### config.mk
export PLATFORM = sky130hd
export DESIGN_NAME = puzzle_board_flat
export DESIGN_NICKNAME = d
export VERILOG_FILES = /design/src/rtl/puzzle_pkg.sv /design/src/rtl/puzzle_board_if.sv /design/src/rtl/puzzle_board_lfsr16.sv /design/src/rtl/puzzle_board.sv /design/src/flat_wrapper.sv
export SDC_FILE = /design/constraint.sdc
export NUM_CORES = 1
export LEC_CHECK = 0
export ABC_AREA = 1
export CORE_UTILIZATION = 45
export DETAILED_ROUTE_END_ITERATION = 10
export GPL_ROUTABILITY_DRIVEN = 1
export PLACE_DENSITY_LB_ADDON = 0.2
export SLEW_MARGIN = 20
export SYNTH_ARGS = -nofsm -noshare
export SYNTH_HDL_FRONTEND = slang
export SYNTH_SLANG_ARGS = --single-unit
### constraint.sdc
create_clock -name clk -period 2.36 [get_ports clk]
set_input_delay 0.472 -clock clk [delete_from_list [all_inputs] [get_ports clk]]
set_output_delay 0.472 -clock clk [all_outputs]
set_load 0.01 [all_outputs]
### src/rtl/puzzle_pkg.sv
// Shared types and constants for the 15-puzzle board controller.
// Build option: SHUFFLE_EN enables the LFSR-driven shuffle mode.
package puzzle_pkg;

    typedef enum logic [1:0] {
        S_IDLE,
        S_SWAP,
        S_CHECK,
        S_SHUFFLE
    } state_t;

    // Encoding matches lfsr[1:0] so shuffle can cast it directly
    typedef enum logic [1:0] {
        D_UP    = 2'b00,
        D_DOWN  = 2'b01,
        D_LEFT  = 2'b10,
        D_RIGHT = 2'b11
    } dir_t;

    localparam logic [63:0] RESET_LAYOUT  = 64'h6DC2_0859_E7A1_B4F3;
    localparam logic [63:0] SOLVED_LAYOUT = 64'h0FED_CBA9_8765_4321;
    localparam logic [3:0]  RESET_BLANK   = 4'd11;
    localparam int          N_SHUFFLE     = 64;
    localparam logic [15:0] LFSR_SEED     = 16'hACE1;

    function automatic logic move_ok(logic [3:0] b, dir_t d);
        logic ok;
        unique case (d)
            D_UP:    ok = (b[3:2] != 2'd3);
            D_DOWN:  ok = (b[3:2] != 2'd0);
            D_LEFT:  ok = (b[1:0] != 2'd3);
            D_RIGHT: ok = (b[1:0] != 2'd0);
            default: ok = 1'b0;
        endcase
        return ok;
    endfunction

    function automatic logic [3:0] move_tgt(logic [3:0] b, dir_t d);
        logic [3:0] t;
        unique case (d)
            D_UP:    t = b + 4'd4;
            D_DOWN:  t = b - 4'd4;
            D_LEFT:  t = b + 4'd1;
            D_RIGHT: t = b - 4'd1;
            default: t = b;
        endcase
        return t;
    endfunction

endpackage

### src/rtl/puzzle_board_if.sv
// Button inputs and board-state outputs of the puzzle controller.
// Master drives the debounced levels; slave is the controller.
interface puzzle_board_if;

    logic        btn_up;
    logic        btn_down;
    logic        btn_left;
    logic        btn_right;
    logic        shuffle_req;
    logic [63:0] tiles;
    logic [3:0]  blank_idx;
    logic        busy;
    logic        solved;
    logic        illegal;
    logic [9:0]  move_count;

    modport master (
        output btn_up, btn_down, btn_left, btn_right, shuffle_req,
        input  tiles, blank_idx, busy, solved, illegal, move_count
    );

    modport slave (
        input  btn_up, btn_down, btn_left, btn_right, shuffle_req,
        output tiles, blank_idx, busy, solved, illegal, move_count
    );

endinterface

### src/rtl/puzzle_board_lfsr16.sv
// Free-running 16-bit Fibonacci LFSR, taps x^16+x^14+x^13+x^11+1.
// Synchronous active-low reset loads the seed; used by SHUFFLE_EN only.
module lfsr16
    import puzzle_pkg::*;
(
    input  logic       clk,
    input  logic       rst,
    output logic [1:0] rnd
);

    logic [15:0] q;
    logic        fb;

    assign fb  = q[15] ^ q[13] ^ q[12] ^ q[10];
    assign rnd = q[1:0];

    always_ff @(posedge clk) begin
        if (!rst) begin
            q <= LFSR_SEED;
        end else begin
            q <= {q[14:0], fb};
        end
    end

endmodule

### src/rtl/puzzle_board.sv
// 4x4 sliding-puzzle board controller; rst is synchronous active-low.
// Define SHUFFLE_EN to add the LFSR-driven shuffle mode.
module puzzle_board
    import puzzle_pkg::*;
(
    input  logic          clk,
    input  logic          rst,
    puzzle_board_if.slave bus
);

    state_t      state_q, state_n;
    logic [3:0]  btn_q;
    logic [3:0]  btn_now;
    logic [3:0]  strb;
    logic [3:0]  sel;
    logic        one_hot;
    dir_t        dir;
    logic [63:0] tiles_q, tiles_n;
    logic [3:0]  blank_q, blank_n;
    logic [3:0]  tgt_q, tgt_n;
    logic [9:0]  cnt_q, cnt_n;
    logic        solved_q, solved_n;
    logic        ill_q, ill_n;

`ifdef SHUFFLE_EN
    logic        shf_q;
    logic        shf_strb;
    logic [1:0]  rnd;
    dir_t        sdir;
    logic [3:0]  stgt;
    logic [6:0]  shuf_q, shuf_n;

    lfsr16 u_lfsr (
        .clk (clk),
        .rst (rst),
        .rnd (rnd)
    );

    assign shf_strb = bus.shuffle_req & ~shf_q;
    assign sdir     = dir_t'(rnd);
    assign stgt     = move_tgt(blank_q, sdir);
`endif

    // Bit order equals dir_t encoding: up, down, left, right
    assign btn_now = {bus.btn_right, bus.btn_left,
                      bus.btn_down, bus.btn_up};
    assign strb    = btn_now & ~btn_q;
    assign one_hot = (strb != 4'd0) &&
                     ((strb & (strb - 4'd1)) == 4'd0);
    assign sel     = one_hot ? strb : 4'd0;

    always_comb begin
        dir = D_UP;
        unique case (1'b1)
            sel[0]:  dir = D_UP;
            sel[1]:  dir = D_DOWN;
            sel[2]:  dir = D_LEFT;
            sel[3]:  dir = D_RIGHT;
            default: dir = D_UP;
        endcase
    end

    always_comb begin
        state_n  = state_q;
        tiles_n  = tiles_q;
        blank_n  = blank_q;
        tgt_n    = tgt_q;
        cnt_n    = cnt_q;
        solved_n = solved_q;
        ill_n    = 1'b0;
`ifdef SHUFFLE_EN
        shuf_n   = shuf_q;
`endif
        unique case (state_q)
            S_IDLE: begin
                if (one_hot) begin
                    if (move_ok(blank_q, dir)) begin
                        tgt_n   = move_tgt(blank_q, dir);
                        state_n = S_SWAP;
                    end else begin
                        ill_n = 1'b1;
                    end
                end
`ifdef SHUFFLE_EN
                else if (shf_strb && strb == 4'd0) begin
                    shuf_n  = 7'd0;
                    state_n = S_SHUFFLE;
                end
`endif
            end
            S_SWAP: begin
                tiles_n[{blank_q, 2'b00} +: 4] =
                    tiles_q[{tgt_q, 2'b00} +: 4];
                tiles_n[{tgt_q, 2'b00} +: 4] = 4'd0;
                blank_n = tgt_q;
                if (cnt_q != 10'd1023) begin
                    cnt_n = cnt_q + 10'd1;
                end
                state_n = S_CHECK;
            end
            S_CHECK: begin
                solved_n = (tiles_q == SOLVED_LAYOUT);
                state_n  = S_IDLE;
            end
            S_SHUFFLE: begin
`ifdef SHUFFLE_EN
                // Illegal candidates are skipped silently
                if (move_ok(blank_q, sdir)) begin
                    tiles_n[{blank_q, 2'b00} +: 4] =
                        tiles_q[{stgt, 2'b00} +: 4];
                    tiles_n[{stgt, 2'b00} +: 4] = 4'd0;
                    blank_n = stgt;
                    shuf_n  = shuf_q + 7'd1;
                    if (shuf_q == 7'(N_SHUFFLE - 1)) begin
                        cnt_n   = 10'd0;
                        state_n = S_CHECK;
                    end
                end
`else
                state_n = S_IDLE;
`endif
            end
            default: state_n = S_IDLE;
        endcase
    end

    always_ff @(posedge clk) begin
        if (!rst) begin
            state_q  <= S_IDLE;
            btn_q    <= 4'd0;
            tiles_q  <= RESET_LAYOUT;
            blank_q  <= RESET_BLANK;
            tgt_q    <= 4'd0;
            cnt_q    <= 10'd0;
            solved_q <= 1'b0;
            ill_q    <= 1'b0;
        end else begin
            state_q  <= state_n;
            btn_q    <= btn_now;
            tiles_q  <= tiles_n;
            blank_q  <= blank_n;
            tgt_q    <= tgt_n;
            cnt_q    <= cnt_n;
            solved_q <= solved_n;
            ill_q    <= ill_n;
        end
    end

`ifdef SHUFFLE_EN
    always_ff @(posedge clk) begin
        if (!rst) begin
            shf_q  <= 1'b0;
            shuf_q <= 7'd0;
        end else begin
            shf_q  <= bus.shuffle_req;
            shuf_q <= shuf_n;
        end
    end
`endif

    assign bus.tiles      = tiles_q;
    assign bus.blank_idx  = blank_q;
    assign bus.busy       = (state_q != S_IDLE);
    assign bus.solved     = solved_q;
    assign bus.illegal    = ill_q;
    assign bus.move_count = cnt_q;

endmodule
### src/flat_wrapper.sv
// flat-port wrapper written by rule: the top's interface ports become plain ports
module puzzle_board_flat import puzzle_pkg::*;
  (clk, rst, bus_btn_up, bus_btn_down, bus_btn_left, bus_btn_right, bus_shuffle_req, bus_tiles, bus_blank_idx, bus_busy, bus_solved, bus_illegal, bus_move_count);
  puzzle_board_if bus_i ();
  input  logic clk;
  input  logic rst;
  input wire logic [$bits(bus_i.btn_up)-1:0] bus_btn_up;
  input wire logic [$bits(bus_i.btn_down)-1:0] bus_btn_down;
  input wire logic [$bits(bus_i.btn_left)-1:0] bus_btn_left;
  input wire logic [$bits(bus_i.btn_right)-1:0] bus_btn_right;
  input wire logic [$bits(bus_i.shuffle_req)-1:0] bus_shuffle_req;
  output wire logic [$bits(bus_i.tiles)-1:0] bus_tiles;
  output wire logic [$bits(bus_i.blank_idx)-1:0] bus_blank_idx;
  output wire logic [$bits(bus_i.busy)-1:0] bus_busy;
  output wire logic [$bits(bus_i.solved)-1:0] bus_solved;
  output wire logic [$bits(bus_i.illegal)-1:0] bus_illegal;
  output wire logic [$bits(bus_i.move_count)-1:0] bus_move_count;
  assign bus_i.btn_up = bus_btn_up;
  assign bus_i.btn_down = bus_btn_down;
  assign bus_i.btn_left = bus_btn_left;
  assign bus_i.btn_right = bus_btn_right;
  assign bus_i.shuffle_req = bus_shuffle_req;
  assign bus_tiles = bus_i.tiles;
  assign bus_blank_idx = bus_i.blank_idx;
  assign bus_busy = bus_i.busy;
  assign bus_solved = bus_i.solved;
  assign bus_illegal = bus_i.illegal;
  assign bus_move_count = bus_i.move_count;
  puzzle_board u_core (.clk(clk), .rst(rst), .bus(bus_i));
endmodule
==> results.sh <==
export IMPL_cp_data_arrival_time_ps=2410
export IMPL_synth_area_sq_um=5430
export IMPL_ys_seq_area_share_pct=33.2
export IMPL_hold_viol=0
export IMPL_cts_sinks=90
export IMPL_critPathCaptureType="register"
export IMPL_dieArea_sq_um=12500
export IMPL_postCtsHoldBufs=0
export IMPL_rows=39
export IMPL_rsz0062_at_grt="no"
export IMPL_place_congestion=0.972
export IMPL_p_leak_nw=3.09
export IMPL_clk_latency_ps=360
export IMPL_r2r_end="u_core.bus.tiles[31]$_SDFFE_PN1P_"
export IMPL_netlist_area_leader_share_pct=33.2
export IMPL_r2r_start="u_core.tgt_q[0]$_SDFFE_PN0P_"
export IMPL_vias_per_cell=5.34
export IMPL_p_per_area_nw_per_um2=640
export IMPL_vias=6096
export IMPL_yosysWarnings=0
export IMPL_skew_ps=8.30
export IMPL_synth_top_area_cell="dfxtp_1"
export IMPL_antenna_found_initial=0
export IMPL_die_h_um=112
export IMPL_drive_above_1_share_pct=8.32
export IMPL_reg2reg_setup_slack_ps=190
export IMPL_drv_slew=0
export IMPL_tightestPinTransition_ps=461
export IMPL_placement_io_buffers=86
export IMPL_status="finished with violations"
export IMPL_grt_pass1_vias=5637
export IMPL_syn_inst=889
export IMPL_io_pins=88
export IMPL_cp_start_kind="register"
export IMPL_violations="DRC"
export IMPL_tns_ps=0
export IMPL_drc=6
export IMPL_cap_violations=0
export IMPL_synth_cell_types=32
export IMPL_avgSynthCellArea_sq_um=6.11
export IMPL_fin_crit_ps=2170
export IMPL_drtIter0Drc=504
export IMPL_gr_total_overflow=0
export IMPL_cts_max_path_buffers=2
export IMPL_ff2ff_path_depth=10
export IMPL_path_class="register to register"
export IMPL_ant_nets=0
export IMPL_cts_max_level=3
export IMPL_period_share_pct=92.0
export IMPL_hold_depth=2
export IMPL_antennaDiodeCount=0
export IMPL_ctsRootBufferMaster="clkbuf_16"
export IMPL_first_pass_iters=10
export IMPL_post_drt_wl_per_cell_um=15.2
export IMPL_hold_slack_ps=469
export IMPL_ir_drop_v=0.000353
export IMPL_syn_nets=906
export IMPL_clkTransAtPathRegs_ps=70
export IMPL_critPathMaxFanout=13
export IMPL_mostFrequentLayoutCell="nand2_1"
export IMPL_relSlewSlack_pct=69.0
export IMPL_num_fill_cells=1159
export IMPL_hold_class="register to register"
export IMPL_cts_tree="yes"
export IMPL_die_w_um=112
export IMPL_hpwl_um=12900
export IMPL_hp_start="u_core.bus.tiles[16]$_SDFFE_PN1P_"
export IMPL_setup_viol=0
export IMPL_final_cell_mix="nand2_1, nor2_1, inv_1, nand3_1, dfxtp_1"
export IMPL_wl_um=17400
export IMPL_nNetsFinal=1010
export IMPL_cts_buffers=9
export IMPL_grt_max_degree=47
export IMPL_crit_required_ps=2600
export IMPL_start_util_pct=46.8
export IMPL_ys_ff_latch=90
export IMPL_fmax_ghz=0.461
export IMPL_grt_total_usage_pct=28.7
export IMPL_grt_pass1_wl_um=27900
export IMPL_synth_area_leaders="dfxtp_1, nand2_1, nor2_1"
export IMPL_core_area_sq_um=11600
export IMPL_synthToLayoutAreaGrowth_pct=28.0
export IMPL_min_to="u_core.bus.tiles[16]$_SDFFE_PN1P_"
==> state kept, by name, summed over array words and instances, names as in the netlist <==
| signal | cells |
|---|---|
| u_core.state_q | 2 |
| u_core.bus.move_count | 10 |
| u_core.bus.tiles | 64 |
| u_core.btn_q | 4 |
| u_core.bus.solved | 1 |
| u_core.bus.blank_idx | 4 |
| u_core.tgt_q | 4 |
| u_core.bus.illegal | 1 |
==> per-layer routing <==
| metal | GRT usage (%) | up-vias | wire length (um) |
|---|---|---|---|
| met1 | 38.3 | 2693 | 7710 |
| met3 | 5.12 | 50 | 1470 |
| li1 | - | 3065 | - |
| met4 | 15.9 | 0 | 674 |
| met5 | 0 | - | 0 |
| met2 | 43.9 | 288 | 7530 |
==> timing repair <==
| item | 4_1_cts | 5_1_grt |
|---|---|---|
| buffers inserted | 0 | 0 |
| endpoints found under the setup margin | 0 | 9 |
| gates resized for setup | 0 | 2 |
==> area by class of cell <==
| class | count | area [sq um] | share of cell area [%] |
|---|---|---|---|
| multi-input combinational | 661 | 3090 | 44.5 |
| sequential | 90 | 1800 | 25.9 |
| timing repair buffer | 126 | 1190 | 17.1 |
| inverter | 105 | 394 | 5.67 |
| clock buffer | 9 | 225 | 3.24 |
| tap | 143 | 179 | 2.57 |
| clock inverter | 7 | 77.6 | 1.12 |
==> through the flow <==
step | area, sq um | power [mW] | util [%] | setup WS (ps) | cells
2_1_floorplan | 5430 | 2.47 | - | 264 | 889
3_3_place_gp | 6640 | 2.96 | 57.2 | 52.5 | 1125
3_5_place_dp | 6640 | 2.97 | 57.2 | 18.3 | 1125
4_1_cts | 6950 | 4.45 | 59.8 | 113 | 1141
5_1_grt | 6960 | 4.66 | 59.9 | 32.0 | 1141
6_report | 6960 | 4.45 | 59.9 | 189 | 1141
==> kinds of logic (layout without fill, tap and decap cells) <==
| kind of cell | Yosys count | after routing | share of synthesized area [%] |
|---|---|---|---|
| AND/OR/NAND/NOR | 567 | 567 | 44.9 |
| flip-flops | 90 | 90 | 33.2 |
| buffers and inverters | 138 | 247 | 10.1 |
| adder cells (fa/ha/maj) | 10 | 10 | 2.30 |
| AO/OA/AOI/OAI | 73 | 73 | 7.37 |
| XOR/XNOR | 11 | 11 | 2.12 |
==> worst max-delay path, stage by stage, from the launching register on <==
cell     delay (ps)
dfxtp_1         450
inv_2           170
ha_1            300
xor2_4          260
nand2_2         120
nor2_1          210
nand2_1         110
o21ai_2         220
nor2_1           60
nor2_1          100
nand2_1          50
==> cell usage after synthesis <==
cell type	count
or2_2	2
nor2_1	152
nor4_1	7
nand4_1	45
buf_1	1
inv_2	8
o21a_1	1
clkinv_1	3
clkbuf_1	15
o211ai_1	4
o21ai_0	23
nor3_1	13
nand3_1	94
nand2_4	1
nor2_4	2
a21oi_2	1
a21boi_1	2
xor2_1	9
dfxtp_1	90
o21ai_2	1
buf_2	13
o21ai_1	5
nand2_2	4
o21bai_1	4
xnor2_1	1
ha_1	10
inv_1	94
nor2_2	5
nand2_1	242
a21oi_1	32
xor2_4	1
buf_4	4
==> worst max path at each step <==
stage	from	to	cells past startpoint	slack, ps
floorplan	u_core.bus.blank_idx[1]$_SDFFE_PN1P_	u_core.bus.tiles[17]$_SDFFE_PN0P_	12	260
global placement	bus_btn_right	u_core.tgt_q[2]$_SDFFE_PN0P_	15	50
detailed placement	bus_btn_right	u_core.tgt_q[2]$_SDFFE_PN0P_	15	20
CTS	u_core.bus.blank_idx[1]$_SDFFE_PN1P_	u_core.bus.tiles[53]$_SDFFE_PN0P_	11	110
global route	u_core.tgt_q[0]$_SDFFE_PN0P_	u_core.bus.tiles[29]$_SDFFE_PN1P_	10	30
finish	u_core.tgt_q[0]$_SDFFE_PN0P_	u_core.bus.tiles[31]$_SDFFE_PN1P_	10	190
==> report_power, final <==
part	switching, mW	internal (mW)	total, mW
Clock	0.637	0.830	1.47
Combinational	0.911	0.452	1.36
Sequential	0.0541	1.56	1.62
Total	1.60	2.85	4.45
No activity file was read; power rests on OpenSTA's default activity.
